**config.mk**
```make
export PLATFORM = sky130hd
export DESIGN_NAME = regfile_scan_reader
export DESIGN_NICKNAME = d
export VERILOG_FILES = /design/src/rtl/regfile_scan_reader_pkg.sv /design/src/rtl/regfile_scan_reader_hex_to_seg.sv /design/src/rtl/regfile_scan_reader.sv
export SDC_FILE = /design/constraint.sdc
export NUM_CORES = 1
export LEC_CHECK = 0
export ABC_AREA = 0
export CAP_MARGIN = 10
export CORE_ASPECT_RATIO = 1.75
export CORE_MARGIN = 1.5
export CORE_UTILIZATION = 55
export CTS_CLUSTER_SIZE = 10
export DETAILED_ROUTE_END_ITERATION = 6
export DONT_BUFFER_PORTS = 1
export GPL_ROUTABILITY_DRIVEN = 0
export PLACE_DENSITY = 0.7
export SYNTH_ARGS = -nofsm -noshare
export SYNTH_HDL_FRONTEND = slang
export SYNTH_SLANG_ARGS = --single-unit
```
**constraint.sdc**
```tcl
create_clock -name clk -period 4.1 [get_ports clk]
set_input_delay 0.82 -clock clk [delete_from_list [all_inputs] [get_ports clk]]
set_output_delay 0.82 -clock clk [all_outputs]
set_load 0.05 [all_outputs]
```
**src/rtl/regfile_scan_reader_pkg.sv**
```systemverilog
// Shared types and constants for the register-file scan reader.
package regfile_scan_reader_pkg;

   localparam int unsigned DEF_DATA_W = 16;
   localparam int unsigned DEF_ADDR_W = 4;
   localparam int unsigned NUM_DIGITS = 4;

   typedef enum logic [1:0] {
      IDLE    = 2'd0,
      SETUP   = 2'd1,
      CAPTURE = 2'd2,
      DWELL   = 2'd3
   } state_t;

   // Seven-segment patterns, bit 6 = segment a ... bit 0 = segment g, active-low.
   localparam logic [0:15][6:0] SEG_TABLE = {
      7'b0000001,  // 0
      7'b1001111,  // 1
      7'b0010010,  // 2
      7'b0000110,  // 3
      7'b1001100,  // 4
      7'b0100100,  // 5
      7'b0100000,  // 6
      7'b0001111,  // 7
      7'b0000000,  // 8
      7'b0000100,  // 9
      7'b0001000,  // A
      7'b1100000,  // b
      7'b0110001,  // C
      7'b1000010,  // d
      7'b0110000,  // E
      7'b0111000   // F
   };

endpackage

```
**src/rtl/regfile_scan_reader_hex_to_seg.sv**
```systemverilog
// Hex nibble to active-low seven-segment pattern, segment a on seg_c[1].
module hex_to_seg
   import regfile_scan_reader_pkg::*;
(
   input  logic [3:0] nibble,
   output logic [1:7] seg_c
);

   // Table lookup; purely combinational.
   always_comb begin
      seg_c = SEG_TABLE[nibble];
   end

endmodule

```
**src/rtl/regfile_scan_reader.sv**
```systemverilog
// Walks the register file read port R0..R(NUM_REGS-1), latching each value
// and showing it as hex on a 4-digit multiplexed seven-segment display.
module regfile_scan_reader
   import regfile_scan_reader_pkg::*;
#(
   parameter int unsigned DATA_W         = DEF_DATA_W,
   parameter int unsigned NUM_REGS       = 16,
   parameter int unsigned ADDR_W         = DEF_ADDR_W,
   parameter int unsigned DWELL_CYCLES   = 50_000_000,
   parameter int unsigned REFRESH_CYCLES = 50_000
)(
   input  logic              clk,
   input  logic              reset,
   input  logic              start,
   input  logic              auto_mode,
   input  logic              step,
   input  logic [DATA_W-1:0] rd_data,
   output logic [ADDR_W-1:0] rd_addr,
   output logic [DATA_W-1:0] shown_val,
   output logic              busy,
   output logic              done,
   output logic [1:7]        cath,
   output logic [3:0]        an
);

   localparam int unsigned DWELL_W = (DWELL_CYCLES > 1) ? $clog2(DWELL_CYCLES) : 1;
   localparam int unsigned REFR_W  = (REFRESH_CYCLES > 1) ? $clog2(REFRESH_CYCLES) : 1;
   localparam logic [DWELL_W-1:0] DWELL_LAST = DWELL_W'(DWELL_CYCLES - 1);
   localparam logic [REFR_W-1:0]  REFR_LAST  = REFR_W'(REFRESH_CYCLES - 1);
   localparam logic [ADDR_W-1:0]  LAST_ADDR  = ADDR_W'(NUM_REGS - 1);

   state_t              state, state_nxt;
   logic [ADDR_W-1:0]   addr_nxt;
   logic [DATA_W-1:0]   shown_nxt;
   logic [DWELL_W-1:0]  dwell_cnt, dwell_nxt;
   logic                busy_nxt, done_nxt, advance;

   logic [REFR_W-1:0]   refr_cnt, refr_nxt;
   logic [1:0]          sel, sel_nxt;
   logic [3:0]          an_nxt;
   logic [3:0]          nibble_c;
   logic [1:7]          seg_c;

   // Scan sequencing: next state, address, captured value and status.
   always_comb begin
      state_nxt = state;
      addr_nxt  = rd_addr;
      shown_nxt = shown_val;
      dwell_nxt = dwell_cnt;
      done_nxt  = 1'b0;
      advance   = 1'b0;
      case (state)
         IDLE: begin
            if (start) begin
               addr_nxt  = '0;
               state_nxt = SETUP;
            end
         end
         SETUP: begin
            state_nxt = CAPTURE;
         end
         CAPTURE: begin
            shown_nxt = rd_data;
            dwell_nxt = '0;
            state_nxt = DWELL;
         end
         DWELL: begin
            // Step and timeout in the same cycle collapse into one advance.
            advance = (auto_mode && (dwell_cnt == DWELL_LAST)) || step;
            if (!auto_mode) begin
               dwell_nxt = '0;
            end else if (!advance) begin
               dwell_nxt = dwell_cnt + DWELL_W'(1);
            end
            if (advance) begin
               if (rd_addr == LAST_ADDR) begin
                  state_nxt = IDLE;
                  done_nxt  = 1'b1;
               end else begin
                  addr_nxt  = rd_addr + ADDR_W'(1);
                  state_nxt = SETUP;
               end
            end
         end
         default: begin
            state_nxt = IDLE;
         end
      endcase
      busy_nxt = (state_nxt != IDLE);
   end

   // Scan state and registered outputs.
   always_ff @(posedge clk) begin
      if (reset) begin
         state     <= IDLE;
         rd_addr   <= '0;
         shown_val <= '0;
         dwell_cnt <= '0;
         busy      <= 1'b0;
         done      <= 1'b0;
      end else begin
         state     <= state_nxt;
         rd_addr   <= addr_nxt;
         shown_val <= shown_nxt;
         dwell_cnt <= dwell_nxt;
         busy      <= busy_nxt;
         done      <= done_nxt;
      end
   end

   // Digit multiplexing; an/cath are computed from next-cycle select and value
   // so the registered outputs always match the current sel and shown_val.
   always_comb begin
      refr_nxt = refr_cnt + REFR_W'(1);
      sel_nxt  = sel;
      if (refr_cnt == REFR_LAST) begin
         refr_nxt = '0;
         sel_nxt  = sel + 2'd1;
      end
      an_nxt = ~(4'b0001 << sel_nxt);
      case (sel_nxt)
         2'd0:    nibble_c = shown_nxt[3:0];
         2'd1:    nibble_c = shown_nxt[7:4];
         2'd2:    nibble_c = shown_nxt[11:8];
         default: nibble_c = shown_nxt[15:12];
      endcase
   end

   hex_to_seg u_hex_to_seg (
      .nibble (nibble_c),
      .seg_c  (seg_c)
   );

   // Display refresh counter, digit select and pin registers.
   always_ff @(posedge clk) begin
      if (reset) begin
         refr_cnt <= '0;
         sel      <= 2'd0;
         an       <= 4'b1110;
         cath     <= SEG_TABLE[0];
      end else begin
         refr_cnt <= refr_nxt;
         sel      <= sel_nxt;
         an       <= an_nxt;
         cath     <= seg_c;
      end
   end

endmodule

```
# ---- After elaboration in Yosys (flattened, before gate mapping)
# Memory sizes are Yosys's and may differ from the RTL's. A register that Yosys moved wholly into a read port is not among the register bits.
# Cells that the tools add are included.
dict set report totals {
  reg_bits 72
  rom_bits 112
  inputBits 21
  out_inout_bits 33
  word_cells 57
  n_memories 1
}
dict set report classes {
  n_addsub 4
  eq_ne 12
  shift 1
  muxes 15
  bitwise 4
  reduce_logical 11
}
# memory depth word_bits read_ports rd_ports_with_merged_regs wr line
set mem_list {}
lappend mem_list {{(no name shown)} 16 7 1 1 0 regfile_scan_reader_hex_to_seg.sv:11} ;# seg_c = SEG_TABLE[nibble];
# cell count
set op_table {}
lappend op_table {{26-bit 2-to-1 mux} 2}
lappend op_table {{26-bit one-hot mux with 2 select lines} 1}
lappend op_table {{26-bit by 1-bit adder with 26-bit output, second input constant} 1}
lappend op_table {{26-bit == test, second input constant} 1}
lappend op_table {{16-bit by 1-bit adder with 16-bit output, second input constant} 1}
lappend op_table {{16-bit == test, second input constant} 1}
lappend op_table {{16-bit 2-to-1 mux} 1}
lappend op_table {{4-bit 2-to-1 mux} 3}
lappend op_table {{4-bit one-hot mux with 3 select lines} 1}
lappend op_table {{2-bit one-hot mux with 4 select lines} 1}
lappend op_table {{4-bit one-hot mux with 2 select lines} 1}
lappend op_table {{2-bit == test, second input constant} 3}
lappend op_table {{2-bit 2-to-1 mux} 3}
lappend op_table {{2-bit inequality test, second input constant} 3}
lappend op_table {{2-bit nonzero test} 3}
lappend op_table {{4-bit NOT with 5-bit output} 1}
lappend op_table {{4-bit by 1-bit adder with 4-bit output, second input constant} 1}
lappend op_table {{2-bit by 1-bit == test with 1-bit output, second input constant} 2}
lappend op_table {{4-bit == test, second input constant} 1}
lappend op_table {{2-bit logical NOT} 2}
lappend op_table {{4-bit NOT} 1}
lappend op_table {{4-bit AND reduction} 1}
lappend op_table {{1-bit by 2-bit << shifter with 4-bit output, first input constant} 1}
lappend op_table {{3-bit inequality test, second input constant} 1}
lappend op_table {{other kinds (8)} 10}

# ---- Longest topological paths before layout
# Gate-level depths: netlist (run 1).
dict set report logic_depth {
  word_depth 6
  ltp_mapped 13
  depth_no_buf 11
}

# ---- Modules after synthesis
# A second synthesis (run 1) with hierarchy kept.
dict set report hier_totals {
  cells_unflattened 419
  hier_area_um2 3893.7
}
# mod instances cells_per_inst area_each_um2 seq_area_each_um2
set modules_own_cells {}
lappend modules_own_cells {regfile_scan_reader 1 386 3624.7 1581.5}
lappend modules_own_cells {hex_to_seg 1 33 269.0 0.0}

# ---- Worst setup path after synthesis (run 1)
# No wires, ideal clock.
dict set report synth_path {
  kind {register to register}
  from {register refr_cnt[14]}
  to {register cath[4] (netlist bit)}
  setup_ns 0.086
  arrival_time_ns 2.764
  required_time_ns 4.014
  slack_ns 1.250
  path_stages_with_launch 13
  path_buffers 2
  synth_period_minus_slack_ns 2.850
  cell_sequence {dfxtp_1 or4bb_1 nor4_2 buf_4 buf_4 mux4_2 a22oi_1 nand3_1 inv_1 ha_1 mux2i_1 nor2_1 a211oi_1}
}
dict set report synth_via {
  elab_chain_len 5
  word_cells_on_any_way 7
  classes_between {eq/ne: 3; mux: 2; bitwise: 1; reduce/logical: 1}
}
# element line
set synth_rtl {}
lappend synth_rtl {{start: declaration} regfile_scan_reader.sv:38} ;# logic [REFR_W-1:0] refr_cnt, refr_nxt;
lappend synth_rtl {{start signal: assignment} regfile_scan_reader.sv:142} ;# refr_cnt <= refr_nxt;
lappend synth_rtl {{16-bit == test (*)} regfile_scan_reader.sv:116} ;# if (refr_cnt == REFR_LAST) begin
lappend synth_rtl {{2-bit 2-to-1 mux (*)} regfile_scan_reader.sv:116}
lappend synth_rtl {{2-bit == test (tied with other cells)} regfile_scan_reader.sv:121} ;# case (sel_nxt)
lappend synth_rtl {{4-bit one-hot mux with 3 select lines (*)} regfile_scan_reader.sv:121}
lappend synth_rtl {{4-bit NOT with 5-bit output (not written as such) (*)} regfile_scan_reader_hex_to_seg.sv:11}
lappend synth_rtl {{end: declaration} regfile_scan_reader.sv:22} ;# output logic [1:7] cath,
# Mark *: on every way between the ends. The rest lies on a longest branch, timed or not.
# A chain may end at the register's enable or synchronous reset.

# ---- Worst setup path after layout (run 1)
# Ends and elaborated chain as after synthesis.

==> flow_summary.yaml, run 1 <==
status:
  outcome: "finished, final reports clean"
clock_tree:
  hold_buffers: 0
  clock_sinks: 79
  postCtsSetupBuffers: 0
  cts_buffer_depth: 2
  h-tree-depth: 3
  worstSkewPairLatency_ns: 0.34
  numCtsBuffers: 9
  path_clk_slew_ns: 0.06
  cts-resized-gates: 0
  cts_tree: "done"
  clockRootBuffer: "clkbuf_16"
worst_hold_path:
  hp-start: "refr_cnt[0]"
  hold_class: "reg -> reg"
  hold_path_depth: 1
  hold-path-endpoint: "refr_cnt[0]"
pwr:
  clockPowerShare: 0.438
  vdd_drop_max_mv: 0.288
  pwr-share-seq: 0.482
  power_frac_comb: 0.080
  p_int_w: 0.00134
  swShare: 0.264
  switchingPower_w: 0.000481
  power.density_nw_per_um2: 443
  leakage_nw: 1.49
worst_setup_path:
  r2r_start: "refr_cnt[14]"
  path_max_fanout: 20
  r2r_setup_slack_ns: 1.03
  worstPathArrival_ns: 3.33
  cp_num_buf_inv: 2
  worstPathRequired_ns: 4.35
  cpPeakStageDelay_ns: 0.52
  cp_cell_sequence: "or4bb_1 > nor4_2 > buf_4 > mux4_2 > a22oi_1 > nand3_1 > inv_1 > ha_1 > mux2i_1 > nor2_1 > a211oi_1"
  slowest_stage: "or4bb_1"
  crit_path_end_kind: "register"
  reg2regPathDepth: 11
  reg2reg_to: "cath[4]"
  start_kind: "register"
  cpLargestDelayFamily: "simple AND/OR/NAND/NOR gates"
  crit_type: "reg -> reg"
sta:
  setup_viol_count_final: 0
  hold_violations: 0
  holdWs_ns: 0.454
  worst_pin_slew_ns: 0.674
  max_freq_mhz: 326
  fin_worst_skew_ns: 0.00803
  rsz0062_at_grt: "false"
  relSlewSlack: 0.549
  fin_crit_sh: 0.749
  drv_slew: 0
  fin_setup_tns_ns: 0
  setup_ws_ns: 1.03
  post-route-min-period_ns: 3.07
logic_synthesis:
  synth_most_common_cell: "dfxtp_1"
  synthTopCellsByArea: "dfxtp_1 42%, nor2_1 6.7%, xor2_1 5.8%"
  synth_seq_cells: 79
  ys.flop_type: "dfxtp_1"
  seq_area_frac_synth: 0.419
  avgSynthCellArea_um2: 8.66
  yosysTopAreaCellShare: 0.419
  post-synth-top-area-cell: "dfxtp_1"
  syn-cell-area_um2: 3780
  yosysWarnings: 0
  synth_fp_nets: 466
  synth_edf_count: 0
  synth_cell_types: 55
  async_flop_share: 0
  syn_inst: 436
  synth_common_cells: "79 x dfxtp_1, 67 x nor2_1, 51 x nand2_1"
detailed_routing:
  drt-total-wl_um: 8460
  ant_nets: 0
  vias: 3109
  wl_per_cell_um: 16.3
  first_iter_violations: 258
  drcViolationCount: 0
  firstDrtPassIters: 4
  viasPerCell: 6.00
global_routing:
  grt_pass1_vias: 3015
  grt_start_max_net_pins: 41
  grt_pass1_wl_um: 13800
  grt-ovfl-total: 0
  antenna_found_initial: 0
  grt_usage: 0.239
floorplanning:
  placeableCoreArea_um2: 6590
  die_h_um: 113
  dieArea_um2: 7390
  fp-row-count: 39
  ios: 54
  start_util: 0.573
  die_x_um: 65.6
placement:
  hpwl_um: 6110
  portBuffers: 0
  pre_cts_ws_ns: 1.02
finish:
  postLayoutCoreUtil: 0.625
  fin_nets: 461
  final_layout_size_suffix_gt1_frac: 0.0826
  n_antenna_cell: 0
  fillers: 569
  syn2layout_area_growth_pct: 8.91
flow_run:
  maxCapViolCount: 0
==> metrics by stage <==
step	total power [W]	std cells	instance area, um^2
final	0.00182	518	4110
after global routing	0.00188	518	4110
after CTS	0.00183	518	4110
after detailed placement	0.00104	502	3810
after global placement	0.00104	502	3810
after floorplan	0.00101	436	3780
==> cell usage in the layout, fill, tap and decap left out, types with 6 or more instances in the layout <==
cell       count
clkbuf_16      9
inv_1         10
nand4_1       11
dfxtp_1       79
nor2_1        67
a21oi_1       32
xor2_1        25
and3_1         8
mux2i_1        7
or3_1          6
o21ai_0       12
nand3_1       23
a22oi_1        7
mux4_2         9
ha_1           9
nand2_1       51
==> worst max path at each step <==
stage | startpoint | cells past startpoint | slack [ns] | to
6_report | refr_cnt[14] | 11 | 1.03 | cath[4]
4_1_cts | refr_cnt[14] | 11 | 1.02 | cath[4]
3_5_place_dp | refr_cnt[14] | 11 | 1.02 | cath[4]
2_1_floorplan | refr_cnt[14] | 12 | 1.25 | cath[4]
3_3_place_gp | refr_cnt[14] | 11 | 1.13 | cath[4]
5_1_grt | refr_cnt[14] | 11 | 0.80 | cath[4]
==> layout make-up <==
cell class,count,area (um^2),area share
multi-input combinational,329,2080,0.505
inverter,10,37.5,0.00912
clock buffer,11,243,0.0590
timing repair buffer,2,15.0,0.00365
tap,82,103,0.0249
clock inverter,5,57.6,0.0140
sequential,79,1580,0.384
==> flip-flops by register name, indices dropped and copies added, names as in the netlist <==
| signal | count |
|---|---|
| dwell_cnt | 26 |
| refr_cnt | 16 |
| shown_val | 16 |
| cath | 7 |
| an | 4 |
| rd_addr | 4 |
| sel | 2 |
| state | 2 |
| busy | 1 |
| done | 1 |
==> routing by layer <==
metal | vias up | wire [um] | GRT usage
met1 | 1450 | 3010 | 0.234
li1 | 1521 | - | -
met3 | 28 | 398 | 0.0551
met5 | - | 0 | 0
met2 | 110 | 4700 | 0.436
met4 | 0 | 354 | 0.144
==> cell families (layout without fill, tap and decap cells) <==
| family | count (synthesis) | in the layout | synth area share |
|---|---|---|---|
| compound gates | 69 | 69 | 0.110 |
| xor+xnor | 30 | 30 | 0.0696 |
| fa+ha+maj | 9 | 9 | 0.0298 |
| buf+inv | 28 | 28 | 0.0321 |
| flops | 79 | 79 | 0.419 |
| mux | 17 | 17 | 0.0752 |
| simple gates | 204 | 204 | 0.265 |
==> power by group through the flow <==
stage	clock [W]	sequential, W	combinational, W
finish	0.000798	0.000878	0.000146
global route	0.000839	0.000881	0.000162
CTS	0.000808	0.000878	0.000146
detailed placement	0	0.000895	0.000145
global placement	0	0.000894	0.000141
floorplan	0	0.000885	0.000130
Power figures use the tool's default switching activity.
==> run 2, diff against run 1 <==
==> constraint.sdc (replaced) <==
create_clock -name clk -period 2.95 [get_ports clk]
set_input_delay 0.59 -clock clk [delete_from_list [all_inputs] [get_ports clk]]
set_output_delay 0.59 -clock clk [all_outputs]
set_load 0.05 [all_outputs]
==> run 2 against run 1 <==
Effect of this change: core utilization grew 3.6 points; combinational power grew 100%; count of clock-buffer cells in the layout shrank 1.
==> flow_summary.yaml, run 2 (synthesized netlist as in run 1, its figures left out) <==
status:
  outcome: "finished, final reports clean"
pwr:
  vdd_drop_max_mv: 0.527
  leakage_nw: 1.64
  power.density_nw_per_um2: 571
  power.total_w: 0.00248
finish:
  postLayoutCoreUtil: 0.660
  regArea_um2: 1580
  final_cell_mix: "78 x dfxtp_1, 67 x nor2_1, 51 x nand2_1"
  fin_nets: 488
  n_antenna_cell: 0
  syn2layout_area_growth_pct: 15.2
  final_common_cell: "dfxtp_1"
  final_area_um2: 4350
  multi_input_area_um2: 2120
  largest_reg_flops: 26
  final_cells: 545
  final_layout_size_suffix_gt1_frac: 0.166
  fillers: 533
  largest_register: "dwell_cnt"
  top_regs: "dwell_cnt (26), refr_cnt (16), shown_val (16)"
clock_tree:
  path_clk_slew_ns: 0.06
  numCtsBuffers: 9
  clock_sinks: 79
  worstSkewPairLatency_ns: 0.33
  h-tree-depth: 3
  clockRootBuffer: "clkbuf_16"
  cts_tree: "done"
  cts_buffer_depth: 2
  hold_buffers: 0
detailed_routing:
  drt-total-wl_um: 8610
  ant_nets: 0
  vias: 3215
  viasPerCell: 5.90
  firstDrtPassIters: 4
  first_iter_violations: 276
  wl_per_cell_um: 15.8
  drcViolationCount: 0
global_routing:
  grt_pass1_wl_um: 14000
  grt_pass1_vias: 3088
  grt_usage: 0.245
  antenna_found_initial: 0
  grt_start_max_net_pins: 41
  grt-ovfl-total: 0
sta:
  hold_violations: 0
  relSlewSlack: 0.539
  rsz0062_at_grt: "true"
  max_freq_mhz: 351
  drv_slew: 0
  fin_crit_sh: 0.966
  post-route-min-period_ns: 2.85
  fin_worst_skew_ns: 0.00821
  setup_viol_count_final: 0
  worst_pin_slew_ns: 0.689
placement:
  portBuffers: 0
  placed_area_um2: 3980
  hpwl_um: 6150
  dp.cells: 522
floorplanning:
  ios: 54
  fp-row-count: 39
  die_h_um: 113
  dieArea_um2: 7390
  start_util: 0.573
  placeableCoreArea_um2: 6590
  die_x_um: 65.6
worst_setup_path:
  worstPathRequired_ns: 3.23
  cpMostUsedCell: "buf_4"
  crit_type: "reg -> reg"
  slowest_stage: "or4_1"
  start_kind: "register"
  crit_path_end_kind: "register"
  cp_num_buf_inv: 2
  worstPathArrival_ns: 3.13
  cp_cell_sequence: "or4_1 > nor4_2 > buf_4 > mux4_2 > a22oi_2 > nand3_2 > buf_4 > ha_1 > nor3_1 > a21oi_1 > nor2_1"
  path_max_fanout: 5
  cpLargestDelayFamily: "simple AND/OR/NAND/NOR gates"
  cpPeakStageDelay_ns: 0.51
flow_run:
  maxCapViolCount: 0
worst_hold_path:
  hold_class: "in -> reg"
run 2: cell types whose count changed in the layout (fill, tap and decap cells not counted), sizes merged:
cell,before,now
buf,2,29
bufinv,1,0
clkbuf,11,10
clkinv,1,5
clkinvlp,3,1
run 2: worst paths after layout:
kind	from	end	slack (ns)	cells after the start
max reg2reg	refr_cnt[10]	cath[3]	0.10	11
min reg2reg	refr_cnt[0]	refr_cnt[0]	0.47	1
min	reset	shown_val[6]	0.32	1
max	refr_cnt[10]	cath[3]	0.10	11
run 2: cell type report:
cell class              instances  area share
well taps                      82      0.0236
inverters                      10     0.00863
repair buffers                 29      0.0541
multi-input cells             329       0.487
clock buffers                  10      0.0549
flip-flops and latches         79       0.364
clock inverters                 6     0.00834
run 2: per-layer routing:
metal	global-route usage	vias up	routed length (um)
met2	0.438	96	4670
met3	0.0681	28	394
li1	-	1575	-
met4	0.135	0	318
met5	0	-	0
met1	0.248	1516	3230
run 2: power by group:
group	switching, W	internal [W]
Combinational	0.000167	0.000125
Clock	0.000425	0.000587
Sequential	0.0000800	0.00110
Total	0.000673	0.00181
run 2: repair_timing:
action	CTS	global route
buffers inserted	0	6
endpoints found under the hold margin	0	0
gates resized for setup	0	16
endpoints found under the setup margin	0	7
run 2: metrics by stage:
step | hold slack, ns | setup WS (ns) | TNS (ns)
final | 0.316 | 0.100 | 0
after global routing | 0.304 | -0.0424 | -0.160
after floorplan | 0.418 | 0.100 | 0
after detailed placement | 0.446 | 0.0386 | 0
after global placement | 0.428 | 0.137 | 0
after CTS | 0.305 | 0.0377 | 0
